**config.mk**
```make
export PLATFORM = sky130hd
export DESIGN_NAME = calc_cmd_sequencer
export DESIGN_NICKNAME = d
export VERILOG_FILES = /design/src/rtl/calc_pkg.sv /design/src/rtl/calc_cmd_fifo.sv /design/src/rtl/calc_cmd_sequencer.sv
export SDC_FILE = /design/constraint.sdc
export NUM_CORES = 1
export LEC_CHECK = 0
export ABC_CLOCK_PERIOD_IN_PS = 2340
export CAP_MARGIN = 5
export CORE_MARGIN = 3
export CORE_UTILIZATION = 30
export CTS_BUF_LIST = sky130_fd_sc_hd__clkbuf_8
export CTS_CLUSTER_DIAMETER = 30
export DETAILED_ROUTE_END_ITERATION = 6
export SYNTH_ARGS = -nofsm -noshare
export SYNTH_HDL_FRONTEND = slang
export SYNTH_HIERARCHICAL = 1
export SYNTH_SLANG_ARGS = --single-unit
```
**constraint.sdc**
```tcl
create_clock -name clk -period 2.34 [get_ports clk]
set_input_delay 0.468 -clock clk [delete_from_list [all_inputs] [get_ports clk]]
set_output_delay 0.468 -clock clk [all_outputs]
set_load 0.05 [all_outputs]
```
**src/rtl/calc_pkg.sv**
```systemverilog
// Shared definitions for the calculator command sequencer: op codes,
// sequencer states and the nominal control-unit latency.
package calc_pkg;

    typedef enum logic [1:0] {
        OP_ADD = 2'b00,
        OP_SUB = 2'b01,
        OP_AND = 2'b10,
        OP_XOR = 2'b11
    } calc_op_e;

    typedef enum logic [1:0] {
        ST_FLUSH = 2'b00,
        ST_IDLE  = 2'b01,
        ST_ISSUE = 2'b10,
        ST_WAIT  = 2'b11
    } seq_state_e;

    // Cycles from a go pulse to the CU raising done.
    localparam int CU_LATENCY = 5;

endpackage

```
**src/rtl/calc_cmd_fifo.sv**
```systemverilog
// Small command FIFO: DEPTH entries of {op, a, b}. Read data is shown
// combinationally at the head. A push is dropped when full and a pop is
// dropped when empty, so the caller may offer both freely.
module calc_cmd_fifo #(
    parameter int DW    = 18,
    parameter int DEPTH = 4
) (
    input  logic          clk,
    input  logic          rst_n,
    input  logic          push_i,
    input  logic [DW-1:0] wdata_i,
    input  logic          pop_i,
    output logic [DW-1:0] rdata_o,
    output logic          full_o,
    output logic          empty_o
);
    localparam int AW = $clog2(DEPTH);
    localparam logic [AW:0] FULL_CNT = DEPTH[AW:0];

    logic [DW-1:0] mem_q [DEPTH];
    logic [AW-1:0] wr_ptr_q;
    logic [AW-1:0] rd_ptr_q;
    logic [AW:0]   count_q;
    logic          do_push;
    logic          do_pop;

    assign full_o  = (count_q == FULL_CNT);
    assign empty_o = (count_q == '0);
    assign do_push = push_i && !full_o;
    assign do_pop  = pop_i && !empty_o;
    assign rdata_o = mem_q[rd_ptr_q];

    // Storage array; contents need no reset because count gates every read.
    always_ff @(posedge clk) begin
        if (do_push) begin
            mem_q[wr_ptr_q] <= wdata_i;
        end
    end

    // Pointers wrap naturally mod DEPTH; count tracks occupancy.
    always_ff @(posedge clk or negedge rst_n) begin
        if (!rst_n) begin
            wr_ptr_q <= '0;
            rd_ptr_q <= '0;
            count_q  <= '0;
        end else begin
            if (do_push) begin
                wr_ptr_q <= wr_ptr_q + 1'b1;
            end
            if (do_pop) begin
                rd_ptr_q <= rd_ptr_q + 1'b1;
            end
            case ({do_push, do_pop})
                2'b10:   count_q <= count_q + 1'b1;
                2'b01:   count_q <= count_q - 1'b1;
                default: count_q <= count_q;
            endcase
        end
    end

endmodule

```
**src/rtl/calc_cmd_sequencer.sv**
```systemverilog
// Host-side initiator for the 4-op calculator control unit. Queues commands,
// issues each one as a single-cycle go with operands held, waits for done
// (or a timeout) and hands the result out through a one-entry result slot.
module calc_cmd_sequencer
    import calc_pkg::*;
#(
    parameter int W         = 8,
    parameter int DEPTH     = 4,
    parameter int TIMEOUT   = 16,
    parameter int FLUSH_CYC = 7
) (
    input  logic         clk,
    input  logic         rst_n,
    input  logic         cmd_valid,
    output logic         cmd_ready,
    input  logic [1:0]   cmd_op,
    input  logic [W-1:0] cmd_a,
    input  logic [W-1:0] cmd_b,
    output logic         go,
    output logic [1:0]   op,
    output logic [W-1:0] in1,
    output logic [W-1:0] in2,
    input  logic         calc_done,
    input  logic [W-1:0] calc_res,
    output logic         res_valid,
    input  logic         res_ready,
    output logic [W-1:0] res_data,
    output logic [1:0]   res_op,
    output logic         res_err,
    output logic         busy
);
    localparam int DW = 2 + 2 * W;
    localparam int TW = $clog2(TIMEOUT + 1);
    localparam int FW = $clog2(FLUSH_CYC + 1);
    localparam logic [TW-1:0] TIMER_LAST = TW'(TIMEOUT - 1);
    localparam logic [FW-1:0] FLUSH_LAST = FW'(FLUSH_CYC - 1);

    seq_state_e    state_q;
    logic [FW-1:0] flush_q;
    logic [TW-1:0] timer_q;
    logic          go_q;
    calc_op_e      op_q;
    logic [W-1:0]  in1_q;
    logic [W-1:0]  in2_q;
    logic          res_valid_q;
    logic [W-1:0]  res_data_q;
    calc_op_e      res_op_q;
    logic          res_err_q;

    logic          fifo_push;
    logic          fifo_pop;
    logic          fifo_full;
    logic          fifo_empty;
    logic [DW-1:0] fifo_wdata;
    logic [DW-1:0] fifo_rdata;
    logic          res_pop;
    logic          issue_ok;

    // The slot may be refilled by the command issued in the same cycle the
    // consumer drains it, since the capture lands many cycles later.
    assign res_pop    = res_valid_q && res_ready;
    assign issue_ok   = (state_q == ST_IDLE) && !fifo_empty && (!res_valid_q || res_ready);
    assign cmd_ready  = !fifo_full && (state_q != ST_FLUSH);
    assign fifo_push  = cmd_valid && cmd_ready;
    assign fifo_pop   = issue_ok;
    assign fifo_wdata = {cmd_op, cmd_a, cmd_b};

    calc_cmd_fifo #(
        .DW    (DW),
        .DEPTH (DEPTH)
    ) u_fifo (
        .clk     (clk),
        .rst_n   (rst_n),
        .push_i  (fifo_push),
        .wdata_i (fifo_wdata),
        .pop_i   (fifo_pop),
        .rdata_o (fifo_rdata),
        .full_o  (fifo_full),
        .empty_o (fifo_empty)
    );

    // Sequencer FSM with flush counter, WAIT timer and the result slot.
    always_ff @(posedge clk or negedge rst_n) begin
        if (!rst_n) begin
            state_q     <= ST_FLUSH;
            flush_q     <= '0;
            timer_q     <= '0;
            go_q        <= 1'b0;
            op_q        <= OP_ADD;
            in1_q       <= '0;
            in2_q       <= '0;
            res_valid_q <= 1'b0;
            res_data_q  <= '0;
            res_op_q    <= OP_ADD;
            res_err_q   <= 1'b0;
        end else begin
            go_q <= 1'b0;
            if (res_pop) begin
                res_valid_q <= 1'b0;
            end
            case (state_q)
                ST_FLUSH: begin
                    if (flush_q == FLUSH_LAST) begin
                        flush_q <= '0;
                        state_q <= ST_IDLE;
                    end else begin
                        flush_q <= flush_q + 1'b1;
                    end
                end
                ST_IDLE: begin
                    if (issue_ok) begin
                        op_q    <= calc_op_e'(fifo_rdata[2*W +: 2]);
                        in1_q   <= fifo_rdata[W +: W];
                        in2_q   <= fifo_rdata[0 +: W];
                        go_q    <= 1'b1;
                        state_q <= ST_ISSUE;
                    end
                end
                ST_ISSUE: begin
                    timer_q <= '0;
                    state_q <= ST_WAIT;
                end
                ST_WAIT: begin
                    if (calc_done) begin
                        res_data_q  <= calc_res;
                        res_op_q    <= op_q;
                        res_err_q   <= 1'b0;
                        res_valid_q <= 1'b1;
                        state_q     <= ST_IDLE;
                    end else if (timer_q == TIMER_LAST) begin
                        res_data_q  <= '0;
                        res_op_q    <= op_q;
                        res_err_q   <= 1'b1;
                        res_valid_q <= 1'b1;
                        flush_q     <= '0;
                        state_q     <= ST_FLUSH;
                    end else begin
                        timer_q <= timer_q + 1'b1;
                    end
                end
                default: begin
                    state_q <= ST_FLUSH;
                end
            endcase
        end
    end

    assign go        = go_q;
    assign op        = op_q;
    assign in1       = in1_q;
    assign in2       = in2_q;
    assign res_valid = res_valid_q;
    assign res_data  = res_data_q;
    assign res_op    = res_op_q;
    assign res_err   = res_err_q;
    assign busy      = (state_q != ST_IDLE) || !fifo_empty || res_valid_q;

endmodule

```
==> impl_metrics.toml, run 1 <==
[finish]
drive_gt1_share_pct = 28.9
utilization_pct = 40.5
instances_no_fill = 585
antenna_cells = 0
final_cell_area_um2 = 6230
fin_nets = 404
area_growth_pct = 30.4

[synth]
ys_seq_area_share_pct = 70.4
synth_mux_area_share_pct = 14.2
synth-compound-area-share_pct = 3.82
synthSimpleGateAreaFrac_pct = 5.08
synth_top_area_share_pct = 45.2
syn_nets = 310
yosys_warnings = 6
synthXorXnorAreaFrac_pct = 1.10
synthFlopType = "edfxtp_1"
ys_ff_latch = 120
synth_cell_types = 40
syn_area_um2 = 4780
synth_area_leaders = "edfxtp_1 45%, dfrtp_1 25%, mux4_2 8.5%"
synth_top_cell_by_area = "edfxtp_1"
synth_top_family_by_area = "multiplexers"
ys_async_sr_fraction_pct = 40.0
syn_inst = 267
synth.avg_cell_area_um2 = 17.9
synth_fa_ha_area_share_pct = 3.30
synth_edf_count = 72

[sta]
setup_violations = 0
fin_crit_ps = 2200
fin_crit_sh_pct = 94.2
fmax_mhz = 454
worst_slew_pin_slew_ps = 537
setup_tns_ps = 0
setup_slack_ps = 137
drv_slew = 0
finalHoldViolCount = 0
fin_skew_ps = 9.88
relSlewSlack_pct = 64.1
finalHoldWorstSlack_ps = 500

[setup_path]
required_ps = 2680
critical_path.max_fanout = 4
critPathLaunchType = "register"
cp.arrival_ps = 2550
worstSetupEndpointType = "register"
crit_type = "register to register"

[placed_design]
hpwl_um = 5990
place_area_um2 = 5790
numPortBuffers = 63
placedCellCount = 549
dpl_worst_slack_ps = -184
place.gp.congestion = 0.672

[grt]
grt_max_degree = 30
overflow = 0
grt_pass1_wl_um = 15100
grt_pass1_vias = 2797
grt_usage_pct = 11.4
antenna_found_initial = 0

[routing]
vias = 2600
wl_per_cell_um = 15.6
wl_um = 9130
met1_length_um = 4070
viasPerCell = 4.44
dr_wl_met2_um = 4390
first_iter_violations = 127
drtPass1Iterations = 6
wl_met3_um = 573
highest_layer = "met4"
ant_nets = 0
drc_errors = 0

[floorplan]
coreArea_um2 = 15400
die-area_um2 = 17500
num_io_pins = 64
die_width_um = 132
initial_utilization_pct = 31.1
die_y_um = 132
rows = 45

[clock_tree]
cts_buffers = 17
clock_latency_ps = 420
clockBufferDepth = 2
cts_sinks = 120
root_buffer = "clkbuf_8"
clk_pin_slew_ps = 70
htreeDepth = 4
cts_tree = "done"

[power]
power.total_mw = 8.90
ir_drop_mv = 0.738
powerDensity_nw_per_um2 = 1430
p_leak_nw = 2.36

[outcome]
outcome = "complete, no violations"

[job]
cap_violations = 0

[worst_hold_path]
hold_path_class = "register to register"
-- final timing paths --
kind                            slack, ps  cells past startpoint                       endpoint                   start
worst max-delay path                  140                     11  u_fifo/count_q[2]$_DFFE_PN0P_  state_q[1]$_DFFE_PN0P_
worst min-delay path                  500                      2         timer_q[4]$_DFFE_PN0P_  timer_q[4]$_DFFE_PN0P_
worst max register to register        140                     11  u_fifo/count_q[2]$_DFFE_PN0P_  state_q[1]$_DFFE_PN0P_
worst min register to register        500                      2         timer_q[4]$_DFFE_PN0P_  timer_q[4]$_DFFE_PN0P_
max in group asynchronous            1220                      3            res_valid$_DFF_PN0_                   rst_n
min in group asynchronous             550                      2        res_data[0]$_DFFE_PN0P_                   rst_n
-- layer usage --
layer | vias to the layer above | GRT usage, %
li1 | 1199 | -
met1 | 1317 | 14.6
met2 | 75 | 17.4
met3 | 9 | 4.69
met4 | 0 | 3.98
met5 | - | 0
-- cell families (layout without fill, tap and decap cells) --
group / count (synthesis) / after routing
XOR/XNOR: 6 / 6
flip-flops: 120 / 120
adder cells (fa/ha/maj): 12 / 12
multiplexers: 42 / 42
AO/OA/AOI/OAI: 26 / 26
AND/OR/NAND/NOR: 39 / 39
buffers and inverters: 22 / 129
-- cell usage after synthesis (2+ instances only) --
cell       n
a22o_1     8
and2_1     2
and2_2     4
buf_2      4
buf_4      4
clkbuf_1   2
dfrtp_1   48
edfxtp_1  72
ha_1      11
inv_1     12
mux2_2    21
mux2i_1    2
mux4_2    18
nand2_1    8
nand2b_1   2
nand3_1    4
nand3b_1   3
nor2_1     4
nor3_1     3
nor3b_1    3
o21ai_0    9
xnor2_1    3
xor2_1     3
-- cell usage in the layout, fill, tap and decap left out, types with 2 or more instances in the layout --
cell,count
nand3b_1,3
nand3_1,4
clkinv_4,2
nor2_1,3
bufinv_16,3
clkdlybuf4s50_1,60
mux2i_1,2
o21ai_0,9
ha_2,2
ha_1,8
clkinv_2,3
nand2b_1,2
xor2_1,3
buf_4,21
and2_2,4
nor3b_4,2
inv_1,15
nand2_1,8
mux4_2,18
nor3b_1,2
mux2_2,21
edfxtp_1,72
buf_12,2
nor3_1,3
xnor2_1,3
clkbuf_8,18
dfrtp_1,47
inv_2,3
and2_1,2
a22o_1,8
-- cell type report --
cell class | instances | area [um2]
clock buffer | 18 | 248
clock inverter | 14 | 145
fill | 1402 | 9140
inverter | 12 | 45.0
multi-input combinational | 125 | 1350
sequential | 120 | 3360
tap | 211 | 264
timing repair buffer | 85 | 813
-- registers in the layout, summed over array words and instances, names as in the netlist, 3 cells and up --
name and flops:
in2 8, flush_q 3, u_fifo/count_q 3, u_fifo/mem_q 72, in1 8, timer_q 5
res_data 8
-- where the power goes --
part | switching (mW) | internal (mW)
logic | 2.17 | 1.69
clock network | 0.769 | 1.05
registers | 0.309 | 2.91
-- critical path, cell delays in order (launching register included) --
cell and delay (ps):
dfrtp_1 410, inv_2 90, ha_2 190, inv_2 60
nor3b_4 190, o31a_2 190, ha_2 170, inv_1 50
fa_2 340, xor2_1 150, nor2_1 130, xor2_1 150
-- what timing repair did --
action                                  CTS  global route
setup buffers                             0             3
endpoints found under the setup margin    0             1
hold endpoints to repair                  6             0
gates resized for setup                   0             8
hold buffers                              1             0
No activity file was read; power rests on OpenSTA's default activity.
==> run 2, diff against run 1 <==
--- a/config.mk
+++ b/config.mk
@@ -6,12 +6,12 @@
 export NUM_CORES = 1
 export LEC_CHECK = 0
 export ABC_CLOCK_PERIOD_IN_PS = 2340
-export CAP_MARGIN = 5
 export CORE_MARGIN = 3
 export CORE_UTILIZATION = 30
 export CTS_BUF_LIST = sky130_fd_sc_hd__clkbuf_8
 export CTS_CLUSTER_DIAMETER = 30
 export DETAILED_ROUTE_END_ITERATION = 6
+export SKIP_LAST_GASP = 1
 export SYNTH_ARGS = -nofsm -noshare
 export SYNTH_HDL_FRONTEND = slang
 export SYNTH_HIERARCHICAL = 1
==> results of run 2 <==
The final DEF is identical to that of run 1; final timing and power are the same.
==> run 3, diff against run 2 <==
--- a/config.mk
+++ b/config.mk
@@ -11,8 +11,8 @@
 export CTS_BUF_LIST = sky130_fd_sc_hd__clkbuf_8
 export CTS_CLUSTER_DIAMETER = 30
 export DETAILED_ROUTE_END_ITERATION = 6
+export GPL_TIMING_DRIVEN = 0
 export SKIP_LAST_GASP = 1
 export SYNTH_ARGS = -nofsm -noshare
 export SYNTH_HDL_FRONTEND = slang
-export SYNTH_HIERARCHICAL = 1
 export SYNTH_SLANG_ARGS = --single-unit
==> run 3 against run 2 <==
Compared with the run above: die area is 1.0% higher; first-iteration DRC count is 9.4% lower; core utilization is 0.63 points lower; via count is 0.77% lower; combinational power hardly changed; count of clock-buffer cells in the layout stayed put; cell area is 0.82% lower; flip-flop and latch count stayed put; hold slack worse by 22 ps; total power is 0.74% lower; critical path type unchanged.
==> impl_metrics.toml, run 3 <==
[synth]
synth_top_area_share_pct = 44.8
ys_seq_area_share_pct = 69.6
synth_mux_area_share_pct = 14.8
synthFlopType = "edfxtp_1"
synthSimpleGateAreaFrac_pct = 4.35
ys_ff_latch = 120
synth_edf_count = 72
ys_async_sr_fraction_pct = 40.0
synthXorXnorAreaFrac_pct = 1.27
synth_fa_ha_area_share_pct = 3.52
synth_top_cell_by_area = "edfxtp_1"
synth_common_cells = "72 x edfxtp_1, 48 x dfrtp_1, 18 x mux4_2"
synth-compound-area-share_pct = 4.04
syn_inst = 264
yosys_warnings = 0
synth_cell_types = 36
syn_area_um2 = 4830
synth.avg_cell_area_um2 = 18.3
synth_area_leaders = "edfxtp_1 45%, dfrtp_1 25%, mux4_2 8.4%"
syn_nets = 308
synthMostInstantiatedCell = "edfxtp_1"
synth_top_family_by_area = "multiplexers"

[power]
ir_drop_mv = 0.567
power.total_mw = 8.84
p_leak_nw = 2.33
powerDensity_nw_per_um2 = 1430

[grt]
grt_pass1_wl_um = 14700
grt_usage_pct = 11.0
overflow = 0
grt_max_degree = 36
grt_pass1_vias = 2776
antenna_found_initial = 0

[floorplan]
rows = 45
die_width_um = 133
initial_utilization_pct = 31.2
coreArea_um2 = 15500
die_y_um = 133
num_io_pins = 64
die-area_um2 = 17700

[setup_path]
startpoint = "state_q[0]$_DFFE_PN0P_"
worstSetupEndpointType = "register"
rr_worst_depth = 11
cp.arrival_ps = 2550
r2r_setup_slack_ps = 140
r2r_end = "u_fifo.count_q[2]$_DFFE_PN0P_"
rr_startpoint = "state_q[0]$_DFFE_PN0P_"
required_ps = 2690
critPathLaunchType = "register"
crit_type = "register to register"
critical_path.max_fanout = 6

[finish]
antenna_cells = 0
final_common_cell = "edfxtp_1"
largest_register_ffs = 72
final_cell_mix = "72 x edfxtp_1, 60 x clkdlybuf4s50_1, 47 x dfrtp_1"
drive_gt1_share_pct = 25.3
fin_nets = 398
regMostFlops = "u_fifo.mem_q"
utilization_pct = 39.9
area_growth_pct = 28.0

[sta]
drv_slew = 0
finalHoldWorstSlack_ps = 479
worst_slew_pin_slew_ps = 1050
finalHoldViolCount = 0
fin_crit_sh_pct = 94.0
setup_violations = 0
fin_skew_ps = 6.09
fin_crit_ps = 2200
fmax_mhz = 455
relSlewSlack_pct = 29.9

[routing]
viasPerCell = 4.46
first_iter_violations = 115
wl_per_cell_um = 15.8
ant_nets = 0
drtPass1Iterations = 4
vias = 2580
wl_um = 9160
drc_errors = 0

[clock_tree]
clockBufferDepth = 2
root_buffer = "clkbuf_8"
cts_tree = "done"
cts_buffers = 17
cts_sinks = 120
htreeDepth = 4
clock_latency_ps = 420
clk_pin_slew_ps = 70

[placed_design]
hpwl_um = 5880
numPortBuffers = 63
place.gp.congestion = 0.683

[job]
cap_violations = 0

[worst_hold_path]
hold_path_class = "input pin to async pin"

[outcome]
outcome = "complete, no violations"
run 3: cell types whose count changed after synthesis, moves of 4 or more:
cell and change:
mux2_2 -10, mux2_4 +10, and3_1 +4, buf_4 -4, buf_6 +4
run 3: power breakdown:
part           internal (mW)  switching (mW)  total, mW
Clock                  0.941           0.779       1.72
Sequential              2.92           0.345       3.26
Combinational           1.69            2.16       3.85
run 3: kinds of logic (layout without fill, tap and decap cells):
group	Yosys count	count (layout)
adder cells (fa/ha/maj)	13	13
flip-flops	120	120
multiplexers	42	42
XOR/XNOR	7	7
AND/OR/NAND/NOR	34	34
buffers and inverters	21	124
AO/OA/AOI/OAI	27	27
run 3: repair_timing:
action,4_1_cts,5_1_grt
gates resized for setup,3,8
hold buffers,1,0
endpoints found under the setup margin,29,69
pin swaps,0,1
setup buffers,2,4
endpoints found under the hold margin,13,0
run 3: layer usage:
layer	track usage [%]	vias up	part of all wire [%]
met5	0	-	0
met4	5.54	0	2.1
met3	3.57	16	5.1
met2	17.2	76	49
met1	13.8	1304	44
li1	-	1184	-
run 3: final cells by class:
class | instances | area, um2
clock buffer | 18 | 248
clock inverter | 14 | 118
buffer | 10 | 73.8
fill | 1427 | 9300
multi-input combinational | 123 | 1380
timing repair buffer | 71 | 694
tap | 211 | 264
sequential | 120 | 3360
inverter | 11 | 41.3
run 3: stage by stage:
stage,cell area [um2],std cells,TNS (ps),setup WS [ps]
6_report,6180,578,0,141
2_1_floorplan,4830,264,0,44.9
3_3_place_gp,5720,538,-38200,-789
5_1_grt,6180,578,-4.96,-4.96
4_1_cts,6130,574,-135,-135
3_5_place_dp,5740,539,-1140,-362
run 3: critical path, stage by stage, from the launching register on:
cell	delay [ps]
dfrtp_2	450
inv_2	110
ha_4	170
a31oi_4	50
and2_2	240
inv_1	60
ha_1	160
inv_1	60
fa_1	370
xor2_1	150
nor2_1	140
xor2_1	150
run 3: worst max-delay path by stage:
stage	end	cells past startpoint
after floorplan	u_fifo.count_q[2]$_DFFE_PN0P_	9
after CTS	cmd_ready	4
after detailed placement	u_fifo.count_q[2]$_DFFE_PN0P_	10
final	u_fifo.count_q[2]$_DFFE_PN0P_	11
after global routing	u_fifo.count_q[2]$_DFFE_PN0P_	11
after global placement	in1[3]$_DFFE_PN0P_	1
